==> src/rtl/seq_add32_slicer_pkg.sv <==
// Shared widths and state encoding for the slice-serial 32-bit adder.
`timescale 1ns/1ps
package seq_add32_slicer_pkg;

    localparam int WIDTH  = 32;
    localparam int SLICE  = 4;
    localparam int NSLICE = WIDTH / SLICE;
    localparam int IDXW   = $clog2(NSLICE);

    typedef enum logic [1:0] {
        IDLE = 2'd0,
        RUN  = 2'd1,
        DONE = 2'd2
    } state_t;

endpackage

==> src/rtl/RCA_4.sv <==
// 4-bit ripple-carry slice adder shared with the flat adder library.
`timescale 1ns/1ps
module RCA_4 (
    input  logic [3:0] a,
    input  logic [3:0] b,
    input  logic       cin,
    output logic [3:0] sum,
    output logic       cout
);

    logic [4:0] c;

    always_comb begin
        c    = '0;
        sum  = '0;
        c[0] = cin;
        for (int i = 0; i < 4; i++) begin
            sum[i]   = a[i] ^ b[i] ^ c[i];
            c[i + 1] = (a[i] & b[i]) | (c[i] & (a[i] ^ b[i]));
        end
    end

    assign cout = c[4];

endmodule

==> src/rtl/seq_add32_slicer.sv <==
// Multi-cycle adder: one 4-bit slice per cycle, LSB slice first, carry chained through a register.
// Handshakes: a transfer happens on a rising edge where valid && ready are both high.
`timescale 1ns/1ps
module seq_add32_slicer
    import seq_add32_slicer_pkg::*;
(
    input  logic             clk,
    input  logic             rst,
    input  logic             in_valid,
    output logic             in_ready,
    input  logic [WIDTH-1:0] a,
    input  logic [WIDTH-1:0] b,
    input  logic             cin,
    output logic             out_valid,
    input  logic             out_ready,
    output logic [WIDTH-1:0] sum,
    output logic             cout
);

    state_t state;
    state_t state_next;

    logic [NSLICE-1:0][SLICE-1:0] a_reg;
    logic [NSLICE-1:0][SLICE-1:0] b_reg;
    logic [NSLICE-1:0][SLICE-1:0] sum_reg;
    logic                         carry_reg;
    logic                         cout_reg;
    logic [IDXW-1:0]              idx;

    logic [SLICE-1:0] slice_sum;
    logic             slice_cout;
    logic             last_slice;

    assign last_slice = (idx == IDXW'(NSLICE - 1));

    RCA_4 u_rca (
        .a    (a_reg[idx]),
        .b    (b_reg[idx]),
        .cin  (carry_reg),
        .sum  (slice_sum),
        .cout (slice_cout)
    );

    always_ff @(posedge clk or posedge rst) begin
        if (rst) begin
            state <= IDLE;
        end else begin
            state <= state_next;
        end
    end

    always_comb begin
        state_next = state;
        unique case (state)
            IDLE:    if (in_valid)   state_next = RUN;
            RUN:     if (last_slice) state_next = DONE;
            DONE:    if (out_ready)  state_next = IDLE;
            default: state_next = IDLE;
        endcase
    end

    // No skid: the consumer's accept only frees the input side one cycle later.
    always_comb begin
        in_ready  = (state == IDLE);
        out_valid = (state == DONE);
    end

    // sum_reg is not cleared on accept, so the previous result stays visible until RUN overwrites it.
    always_ff @(posedge clk or posedge rst) begin
        if (rst) begin
            a_reg     <= '0;
            b_reg     <= '0;
            sum_reg   <= '0;
            carry_reg <= 1'b0;
            cout_reg  <= 1'b0;
            idx       <= '0;
        end else begin
            case (state)
                IDLE: begin
                    if (in_valid) begin
                        a_reg     <= a;
                        b_reg     <= b;
                        carry_reg <= cin;
                        idx       <= '0;
                    end
                end
                RUN: begin
                    sum_reg[idx] <= slice_sum;
                    carry_reg    <= slice_cout;
                    idx          <= idx + 1'b1;
                    if (last_slice) begin
                        cout_reg <= slice_cout;
                    end
                end
                default: begin
                end
            endcase
        end
    end

    assign sum  = sum_reg;
    assign cout = cout_reg;

endmodule

==> config.mk <==
export PLATFORM = sky130hd
export DESIGN_NAME = seq_add32_slicer
export DESIGN_NICKNAME = d
export VERILOG_FILES = /design/src/rtl/seq_add32_slicer_pkg.sv /design/src/rtl/RCA_4.sv /design/src/rtl/seq_add32_slicer.sv
export SDC_FILE = /design/constraint.sdc
export NUM_CORES = 1
export LEC_CHECK = 0
export CAP_MARGIN = 40
export CORE_ASPECT_RATIO = 0.7
export CORE_UTILIZATION = 50
export DETAILED_ROUTE_END_ITERATION = 7
export PLACE_DENSITY_LB_ADDON = 0.08
export SYNTH_ARGS = -nofsm -noshare
export SYNTH_HDL_FRONTEND = slang
export SYNTH_SLANG_ARGS = --single-unit
==> constraint.sdc <==
create_clock -name clk -period 4.41 [get_ports clk]
set_input_delay 0.882 -clock clk [delete_from_list [all_inputs] [get_ports clk]]
set_output_delay 0.882 -clock clk [all_outputs]
set_load 0.02 [all_outputs]
==> results summary, run 1 <==
Before CTS, the worst setup slack after placement is 1.07 ns. The synthesized instance count came out at 303. Across every metal layer, demand over resource in global routing totals 0.223. The footprint of the multi-input gates is 0.00185 mm2. The cell type with the highest aggregate area in the netlist is sky130_fd_sc_hd__dfrtp_1. The routed design could run at a clock period as short as 3.33 ns. The summed negative setup slack over all endpoints came out at 0 ns. The worst slew margin relative to its limit came out at 0.480. The flow ran to the end, and the final reports show no timing, DRC or antenna violations. The area of the core region is 0.00862 mm2.

The number of setup buffers added after CTS is 0. Setup repair after global routing left no endpoint under its margin. The post-detailed-route DRC marker count is 0. The total I/O pin count came out at 104. For the pin with the worst max-slew slack, the measured transition is 0.780 ns. The total power is 0.00501 W. The die is 81.7 um tall. At the end of routability-driven placement, the weighted congestion stood at 0.779. The area growth from synthesis to layout is 31.9%. The post-synthesis average cell area came out at 15.0 um2.

In the final routed layout, each cell accounts on average for 17.8 um. The clock-pin slew reported for the worst setup and hold paths after clock tree synthesis came out at 0.07 ns. The DRC violation total after the first TritonRoute iteration came out at 155. The share of synthesized area in the top cell type comes to 0.568.

The area of the mapped netlist came out at 0.00454 mm2. The number of cells upsized or downsized after cts came out at 0. For this run, the top clock speed supported by timing is 0.300 GHz. The final-stage net count came out at 482. The number of max-slew violations in the final report is 0. The highest fanout seen on the critical path came out at 8.

The peak supply drop came out at 0.420 mV. The antenna diode count came out at 0. The layout cell share with drive strength beyond 1 came out at 0.311. The number of input and output port buffers inserted came out at 103. The initial antenna violation count is 0. Summing all placed instances gives a cell area of 0.00569 mm2. In this run, synthesis inferred 0 flip-flops with an integrated enable.

The H-tree generated during clock tree synthesis spans 3 levels. The residual overflow from global routing came out at 0. The number of synthesized register bits is 103.

The total iterations of the first detailed-routing run came out at 4. The number of clock sinks seen by CTS is 103. The detailed-route vias per instance is 5.45.

For this design the static power due to leakage is 2.46 nW. The count of final setup violators came out at 0. The number of different library cells in the post-synthesis netlist is 31. For this run, the register share of the synthesized area comes to 0.568. For this block, the via count after detailed routing is 2899. The chip width came out at 116 um. The via count of the first global-routing pass came out at 2928. The worst setup path is launched from a register. In the synthesized netlist the dominant register cell turns out to be sky130_fd_sc_hd__dfrtp_1. TritonCTS built the clock tree. The cell sitting at the root of the clock tree is a sky130_fd_sc_hd__clkbuf_16. The fraction of registers with async set or reset after synthesis came out at 1.00.

The post-detailed-routing wire length is 9470 um. The site row count is 28. The count of synthesis-stage warnings from yosys came out at 0. The most common cell in the synthesized netlist is sky130_fd_sc_hd__dfrtp_1. The final design utilization came out at 0.694. Dividing total power by cell area gives a power density of 837 mW/mm2. The half-perimeter wire length after placement came out at 6870 um. The total count of hold-check failures in the final report came out at 0. After synthesis, the cell types taking the most area are sky130_fd_sc_hd__dfrtp_1 57%, sky130_fd_sc_hd__mux2_2 20%, sky130_fd_sc_hd__mux4_2 7.9%. The number of max-cap violations came out at 0.

The pin count of the biggest net entering global routing came out at 45. The worst setup path is captured at a register. Synthesis produced a netlist with a net count of 378. The clock passes through at most 2 buffers. The critical path in this run is classified as reg2reg. The number of buffers created by CTS is 9. The cell area after layout is 0.00598 mm2.

The data required time at the worst endpoint is 4.65 ns. The final worst setup slack came out at 1.08 ns. The largest clock skew in the final design is 0.00762 ns. The number of fill cells in the layout is 644.

The first-pass GRT wire length is 15400 um. The number of nets still failing antenna checks after routing came out at 0. The insertion delay of the later-clocked pin in the worst-skew pair is 0.34 ns. The count of hold buffers inserted by post-cts repair is 0. The area of the die came out at 0.00946 mm2. Counting instances in the post-synthesis netlist gives the leading cell types as 103 x sky130_fd_sc_hd__dfrtp_1, 82 x sky130_fd_sc_hd__mux2_2, 30 x sky130_fd_sc_hd__o21ai_0. The arrival time of data at the critical path endpoint came out at 3.57 ns. The share of the clock period used by the worst path is 0.756. The footprint of the flip-flops and latches came out at 0.00258 mm2. In this run the worst hold path is classified as reg2reg.

The initial core utilization is 0.526.
layout make-up:
cell class / instances / area share
clock buffer: 14 / 0.0475
timing repair buffer: 109 / 0.182
tap: 120 / 0.0251
inverter: 6 / 0.00418
clock inverter: 2 / 0.00209
multi-input combinational: 178 / 0.308
sequential: 103 / 0.431
cells by family (layout without fill, tap and decap cells):
| logic type | count (synthesis) | in the layout | share of synthesized area |
|---|---|---|---|
| AND/OR/NAND/NOR | 29 | 29 | 0.0367 |
| buffers and inverters | 22 | 131 | 0.0251 |
| multiplexers | 104 | 104 | 0.298 |
| adder cells (fa/ha/maj) | 6 | 6 | 0.0232 |
| flip-flops | 103 | 103 | 0.568 |
| AO/OA/AOI/OAI | 39 | 39 | 0.0483 |
worst max-delay path, cell delays in order (launching register included):
cell                      delay, ns
sky130_fd_sc_hd__dfrtp_1       0.51
sky130_fd_sc_hd__mux4_2        0.54
sky130_fd_sc_hd__mux2_2        0.30
sky130_fd_sc_hd__fa_1          0.39
sky130_fd_sc_hd__inv_1         0.08
sky130_fd_sc_hd__fa_1          0.16
sky130_fd_sc_hd__inv_1         0.05
sky130_fd_sc_hd__fa_1          0.35
sky130_fd_sc_hd__inv_1         0.08
sky130_fd_sc_hd__fa_1          0.52
sky130_fd_sc_hd__o31ai_1       0.27
final timing paths:
path / startpoint / end / slack, ns / cells after the start
min: b_reg[29] / b_reg[29] / 0.51 / 1
min in group asynchronous: rst / b_reg[25] / 0.95 / 2
max in group asynchronous: rst / b_reg[31] / 2.64 / 3
max: idx[2] / sum[23] / 1.08 / 10
max reg2reg: idx[2] / sum[23] / 1.08 / 10
min reg2reg: b_reg[29] / b_reg[29] / 0.51 / 1
through the flow:
stage                     std cells  hold WS [ns]
after detailed placement        516         0.492
after floorplan                 303         0.475
after global placement          516         0.485
after CTS                       532         0.508
after global routing            532         0.524
final                           532         0.508
layout by cell type, fill, tap and decap left out, types with 5 or more instances in the layout:
master / instances
sky130_fd_sc_hd__dfrtp_1: 103
sky130_fd_sc_hd__mux4_2: 16
sky130_fd_sc_hd__nand2b_1: 5
sky130_fd_sc_hd__nand2_1: 7
sky130_fd_sc_hd__clkbuf_16: 9
sky130_fd_sc_hd__o21ai_0: 30
sky130_fd_sc_hd__clkdlybuf4s50_1: 103
sky130_fd_sc_hd__buf_4: 5
sky130_fd_sc_hd__inv_1: 5
sky130_fd_sc_hd__mux2_2: 82
power breakdown:
group          switching, W  internal [W]
Sequential         0.000283       0.00143
Clock              0.000322      0.000444
Combinational       0.00125       0.00128
routing by layer:
metal | wire [um] | GRT usage | part of all wire
met1 | 4490 | 0.316 | 0.47
met2 | 4390 | 0.345 | 0.46
met3 | 493 | 0.0590 | 0.052
met4 | 91 | 0.0577 | 0.0096
met5 | 0 | 0 | 0
(Power assumes the default switching activity.)
==> run 2: changes to the inputs <==
- clock period: 4.41 -> 3.2 ns (I/O delays scaled with it)
==> run 2 against run 1 <==
  * Clock skew is 0.00077 ns lower
  * Clock power increased by 50%
  * Global-route usage shrank 0.29 points
  * Critical path type unchanged
  * Via count rose by 0.24%
  * Register-to-register slack got worse by 0.92 ns
  * Sequential share of layout area decreased by 0.62 points
  * Total power up 44%
==> results summary, run 2 (synthesis gave the netlist of run 1 again) <==
The time the final worst path needs with I/O delays and setup came out at 3.04 ns (-0.289 ns). The count of final setup violators is 0 (unchanged). In the layout the commonest cells are 103 x sky130_fd_sc_hd__clkdlybuf4s50_1, 101 x sky130_fd_sc_hd__dfrtp_1, 81 x sky130_fd_sc_hd__mux2_2, 30 x sky130_fd_sc_hd__o21ai_0, 16 x sky130_fd_sc_hd__mux4_2.

The post-detailed-route wirelength per cell came to 17.6 um (-1.0%). The largest clock skew in the final design is 0.00685 ns (-0.000769 ns). The first-pass GRT wire length is 15200 um (-1.3%). The post-detailed-route DRC marker count is 0 (unchanged). Leaving out fill and tap cells, the most frequent cell in the layout is sky130_fd_sc_hd__clkdlybuf4s50_1. In this run the worst hold path is classified as reg2reg. The antenna diode count was 0 (unchanged). The power density over the cells is 1190 mW/mm2 (+42%). The chip width is 116 um (unchanged). The insertion delay of the later-clocked pin in the worst-skew pair was 0.34 ns (about the same). The initial antenna violation count came out at 0 (unchanged).

The number of input and output port buffers inserted came out at 103 (unchanged). The placer congestion estimate came out at 0.759 (-2.5%). The number of max-slew violations in the final report came out at 0 (unchanged). The net switching power of the design came out at 0.00263 W (+42%). The kind of capture point of the worst setup path is a register. The cell type group with the largest total delay on the critical path is adder cells.

By instance count, the cell type seen most on the critical path is sky130_fd_sc_hd__fa_2. The flow ran to the end, and the final reports show no timing, DRC or antenna violations. The arrival time of data at the critical path endpoint was 3.29 ns (-0.28 ns).

The number of fill cells in the layout is 638 (-0.93%). The initial core utilization was 0.526 (unchanged). The number of nets still failing antenna checks after routing came out at 0 (unchanged). The clock-pin slew reported for the worst setup and hold paths after clock tree synthesis is 0.07 ns (about the same). The number of max-cap violations is 0 (unchanged). Traced cell by cell, the critical path runs through mux4_2 > mux2_4 > fa_2 > inv_2 > fa_2 > inv_1 > fa_2 > inv_2 > fa_2 > o31ai_1.

The via count of the routed design is 2906 (+0.24%). The buffer levels on the longest clock path is 2 (unchanged). The kind of critical path is reg2reg. The highest fanout seen on the critical path is 8 (unchanged).

The total I/O pin count came out at 104 (unchanged). The final cell count without fillers is 535 (+0.56%). The combinational power share came out at 0.517 (+0.011).

The data required time at the worst endpoint came out at 3.45 ns (-1.20 ns). The final-stage net count came out at 486 (+0.83%). The post-detailed-routing wire length is 9430 um (-0.45%). The part of the total power dissipated in the clock network came out at 0.159 (+0.006). The root buffer cell chosen for the clock tree is sky130_fd_sc_hd__clkbuf_16. The via count of the first global-routing pass was 2969 (+1.4%). The register share of total power is 0.324 (-0.017). The residual overflow from global routing came out at 0 (unchanged).

The DRC violation total after the first TritonRoute iteration came out at 202 (+30%). The area of the core region was 0.00862 mm2 (unchanged). The total count of hold-check failures in the final report is 0 (unchanged). The startpoint class of the critical path is a register. The H-tree depth reported by CTS is 3 (unchanged).

The post-placement cell count is 520 (+0.78%). The detailed-route vias per instance came out at 5.43 (-0.32%). The height of the die is 81.7 um (unchanged).

The peak supply drop came out at 0.613 mV (+46%). The layout cell share with drive strength beyond 1 was 0.340 (+0.0291). Setup repair after global routing left no endpoint under its margin.

The worst slew margin relative to its limit is 0.614 (+0.134). The slew at the pin closest to its max-slew limit is 0.578 ns (-0.202 ns). The number of buffers created by CTS came out at 9 (unchanged). The post-synthesis to final-layout area growth is 34.0%. The maximum clock frequency is 0.329 GHz (+9.5%).

The pin count of the biggest net entering global routing was 104 (+130%). The total power was 0.00722 W (+44%). The half-perimeter wire length after placement is 6620 um (-3.7%). The critical path's largest stage delay is 0.51 ns (-0.03 ns).

The share of the clock period used by the worst path is 0.951 (+0.195). The buffering stage count on the worst path with inverters included came out at 3 (unchanged). The static leakage came to 2.49 nW (+1.2%). The fraction of power spent switching nets is 0.364 (-0.00618). Among all stages on the critical path, the largest delay is contributed by sky130_fd_sc_hd__mux4_2. The TritonCTS clock tree is done. The cell-internal power is 0.00459 W (+46%).

The number of buffers added for setup after CTS came out at 0 (unchanged). The area of the die is 0.00946 mm2 (unchanged). The total track usage is 0.220 (-0.00293). The number of clock sinks seen by CTS is 103 (unchanged).

The total iterations of the first detailed-routing run came out at 4 (unchanged). The site row count is 28 (unchanged). The count of hold buffers inserted by post-cts repair was 0 (unchanged).
[run 2: cell count changes in the layout (fill, tap and decap cells not counted), sizes merged]
cell	change
clkinv	+1
bufinv	+2
clkbuf	-3
inv	-1
buf	+4
[run 2: tightest hold or removal path, delay by kind of cell, from the launching register on]
kind            cells  cell delay, ns
simple gates        1            0.05
compound gates      1            0.07
flops               1            0.35
[run 2: final cells by class]
| cell class | instances | area, um2 | area share |
|---|---|---|---|
| Timing Repair Buffer | 113 | 1140 | 0.187 |
| Clock inverter | 4 | 70.1 | 0.0115 |
| Multi-Input combinational cell | 178 | 1870 | 0.307 |
| Sequential cell | 103 | 2580 | 0.425 |
| Clock buffer | 11 | 243 | 0.0400 |
| Inverter | 6 | 26.3 | 0.00432 |
| Tap cell | 120 | 150 | 0.0247 |
[run 2: through the flow]
step	hold WS (ns)	instance area (um2)	TNS [ns]	util	worst slack (ns)
2_1_floorplan	0.475	4540	0	-	0.0451
3_3_place_gp	0.475	5730	0	0.665	0.0519
3_5_place_dp	0.492	5730	-0.0228	0.665	-0.0207
4_1_cts	0.507	6060	0	0.703	0.00275
5_1_grt	0.510	6080	0	0.705	0.000606
6_report	0.495	6080	0	0.705	0.157
[run 2: power by group through the flow]
stage / Combinational, W / Clock (W) / Sequential, W
floorplan: 0.00217 / 0 / 0.00247
global placement: 0.00347 / 0 / 0.00234
detailed placement: 0.00356 / 0 / 0.00236
CTS: 0.00363 / 0.00117 / 0.00235
global route: 0.00407 / 0.00121 / 0.00242
finish: 0.00374 / 0.00115 / 0.00234
[run 2: worst paths after layout]
check | startpoint | end | depth (start not counted) | slack (ns)
worst max-delay path | idx[2] | sum[23] | 10 | 0.16
worst min-delay path | cout | cout | 2 | 0.50
worst max register to register | idx[2] | sum[23] | 10 | 0.16
worst min register to register | cout | cout | 2 | 0.50
max in group asynchronous | rst | idx[2] | 3 | 1.91
min in group asynchronous | rst | b_reg[6] | 3 | 0.78
[run 2: metal layers]
layer | share of wire | track usage | up-vias
met3 | 0.054 | 0.0694 | 6
met5 | 0 | 0 | -
li1 | - | - | 1322
met4 | 0.0078 | 0.0436 | 0
met1 | 0.45 | 0.288 | 1500
met2 | 0.48 | 0.367 | 78
[run 2: what timing repair did]
| action | 4_1_cts | 5_1_grt |
|---|---|---|
| pin swaps | 0 | 4 |
| gates resized for setup | 5 | 8 |
| endpoints found under the setup margin | 2 | 8 |
==> run 3: changes to the inputs <==
- CORE_ASPECT_RATIO: 0.7 -> unset
==> run 3 against run 2 <==
  * First-iteration DRC count decreased by 75%
  * Worst hold slack got worse by 0.0028 ns
  * Clock skew increased by 0.0057 ns
  * Register-to-register slack worse by 0.04 ns
  * Largest cell class unchanged
  * Non-clock buffer count is 1 higher
  * Routed wire length fell by 4.4%
  * Core utilization decreased by 2.4 points
  * Clock power down 29%
==> results summary, run 3 (synthesis gave the netlist of run 1 again) <==
Relative to the synthesized area, the layout overhead comes to 31.5%. The area of the die is 0.00946 mm2 (about the same). The number of nets still failing antenna checks after routing came out at 0 (unchanged). The layout cell share with drive strength beyond 1 came to 0.339 (-0.000817).

The final worst setup slack is 0.114 ns (-0.0432 ns). The antenna diode count is 0 (unchanged). The number of input and output port buffers inserted is 103 (unchanged). The worst hold path begins at cout. The count of final setup violators is 0 (unchanged). The reg-to-reg endpoint is sum[31]. The insertion delay of the later-clocked pin in the worst-skew pair came out at 0.36 ns (+0.02 ns).

The arrival time of data at the critical path endpoint is 3.35 ns (+0.06 ns). The slew at the pin closest to its max-slew limit is 0.541 ns (-0.0373 ns). The peak supply drop is 0.764 mV (+25%). The pin count of the biggest net entering global routing is 104 (unchanged). The static leakage is 2.45 nW (-1.8%). The number of max-cap violations is 0 (unchanged). The placement-stage cell area was 0.00572 mm2 (-0.17%). The H-tree depth reported by CTS is 3 (unchanged). The cell area after layout came out at 0.00596 mm2 (-1.8%).

The setup slack on the worst flop-to-flop path was 0.11 ns (-0.04 ns). The buffer levels on the longest clock path came out at 2 (unchanged). The via count of the first global-routing pass came out at 3036 (+2.3%).

The total I/O pin count came to 104 (unchanged). The total power is 0.00686 W (-5.0%). The first-pass GRT wire length is 15100 um (-0.32%). The clock-pin slew reported for the worst setup and hold paths after clock tree synthesis is 0.10 ns (+0.03 ns). The DRC violation total after the first TritonRoute iteration came to 50 (-75%). In this run the worst hold path is classified as reg2reg. The pre-CTS worst setup slack came out at -0.0382 ns (-0.0175 ns). The via count of the routed design came out at 2858 (-1.7%). The time the final worst path needs with I/O delays and setup is 3.09 ns (+0.0432 ns). The data required time at the worst endpoint is 3.46 ns (about the same). The chip width came out at 97.2 um (-16%). The number of clock sinks seen by CTS is 103 (unchanged). The worst setup path is of the reg2reg kind. The path with the worst hold slack has its endpoint at cout.

The total count of hold-check failures in the final report came to 0 (unchanged). The number of cell instances on the worst register-to-register path came out at 10 (unchanged). TritonCTS built the clock tree. The highest fanout seen on the critical path came to 8 (unchanged). The launching point of the worst reg2reg path is idx[2].

The total iterations of the first detailed-routing run came out at 4 (unchanged). The number of max-slew violations in the final report came to 0 (unchanged). Leaving out fill and tap cells, the most frequent cell in the layout is sky130_fd_sc_hd__clkdlybuf4s50_1.

The post-detailed-routing wire length is 9010 um (-4.4%). The site row count is 34 (+21%). The number of buffers created by CTS was 9 (unchanged). The worst hold path stage count came out at 2 (unchanged). The height of the die is 97.2 um (+19%).

The post-detailed-route DRC marker count was 0 (unchanged). The power density over the cells is 1150 mW/mm2 (-3.2%). The area of the core region is 0.00876 mm2 (+1.7%).

The tree is rooted in a sky130_fd_sc_hd__clkbuf_8. The final-stage net count came out at 487 (+0.21%). The largest clock skew in the final design is 0.0125 ns (+0.00570 ns). The post-detailed-route wirelength per cell came out at 17.2 um (-2.4%). In the layout the commonest cells are 103 x sky130_fd_sc_hd__clkdlybuf4s50_1, 101 x sky130_fd_sc_hd__dfrtp_1, 80 x sky130_fd_sc_hd__mux2_2, 30 x sky130_fd_sc_hd__o21ai_0, 16 x sky130_fd_sc_hd__mux4_2. The initial antenna violation count is 0 (unchanged). The detailed-route vias per instance was 5.45 (+0.41%).

The total track usage is 0.204 (-0.0162). The half-perimeter wire length after placement came out at 6410 um (-3.1%). The worst setup path is launched from a register.

The worst slew margin relative to its limit is 0.639 (+0.0249). The residual overflow from global routing came out at 0 (unchanged). The initial core utilization came out at 0.518 (-0.00872).

The share of the clock period used by the worst path came out at 0.964 (+0.0135). The maximum clock frequency is 0.324 GHz (-1.4%). The placer congestion estimate is 0.742 (-2.3%).

The run finished with clean final reports. The kind of capture point of the worst setup path is a register.
-- run 3: per-layer routing --
| layer | vias to the layer above | routed length, um | track usage |
|---|---|---|---|
| li1 | 1322 | - | - |
| met1 | 1459 | 4020 | 0.266 |
| met2 | 65 | 4490 | 0.345 |
| met3 | 12 | 363 | 0.0410 |
| met4 | 0 | 139 | 0.0667 |
| met5 | - | 0 | 0 |
-- run 3: how the worst max path moves through the flow --
stage	startpoint	endpoint	slack [ns]
finish	idx[2]	sum[31]	0.11
global route	idx[0]	sum[31]	-0.0002
CTS	idx[2]	sum[23]	0.001
detailed placement	idx[2]	sum[23]	-0.04
global placement	idx[2]	sum[31]	0.04
floorplan	idx[0]	sum[23]	0.05
-- run 3: critical path, cell delays in order, from the launching register on --
cell,delay [ns]
sky130_fd_sc_hd__dfrtp_2,0.43
sky130_fd_sc_hd__mux4_2,0.51
sky130_fd_sc_hd__mux2_4,0.30
sky130_fd_sc_hd__fa_2,0.34
sky130_fd_sc_hd__inv_2,0.06
sky130_fd_sc_hd__fa_2,0.17
sky130_fd_sc_hd__inv_1,0.05
sky130_fd_sc_hd__fa_2,0.35
sky130_fd_sc_hd__inv_2,0.07
sky130_fd_sc_hd__fa_2,0.50
sky130_fd_sc_hd__o31ai_1,0.21
-- run 3: where the power goes --
part / internal (W) / leakage (nW) / switching, W
logic: 0.00195 / 1.12 / 0.00176
clock network: 0.000384 / 0.0960 / 0.000438
registers: 0.00196 / 1.23 / 0.000365
-- run 3: repair_timing --
action / in CTS / in global routing
hold buffers: 0 / 0
cloned: 0 / 0
setup buffers: 2 / 0
endpoints found under the setup margin: 2 / 8
resized for setup: 4 / 9
pin swaps: 0 / 5
-- run 3: through the flow --
stage               cells  hold slack (ns)  utilization   TNS (ns)
finish                524            0.493        0.681          0
global route          524            0.525        0.681  -0.000247
CTS                   524            0.500        0.678          0
detailed placement    507            0.479        0.653    -0.0625
global placement      507            0.465        0.653          0
floorplan             303            0.475            -          0
-- run 3: cell type report --
cell class / count / area [um2]
clock buffer: 11 / 141
clock inverter: 4 / 55.1
fill: 626 / 2800
inverter: 6 / 26.3
multi-input combinational: 178 / 1870
sequential: 103 / 2580
tap: 108 / 135
timing repair buffer: 114 / 1160
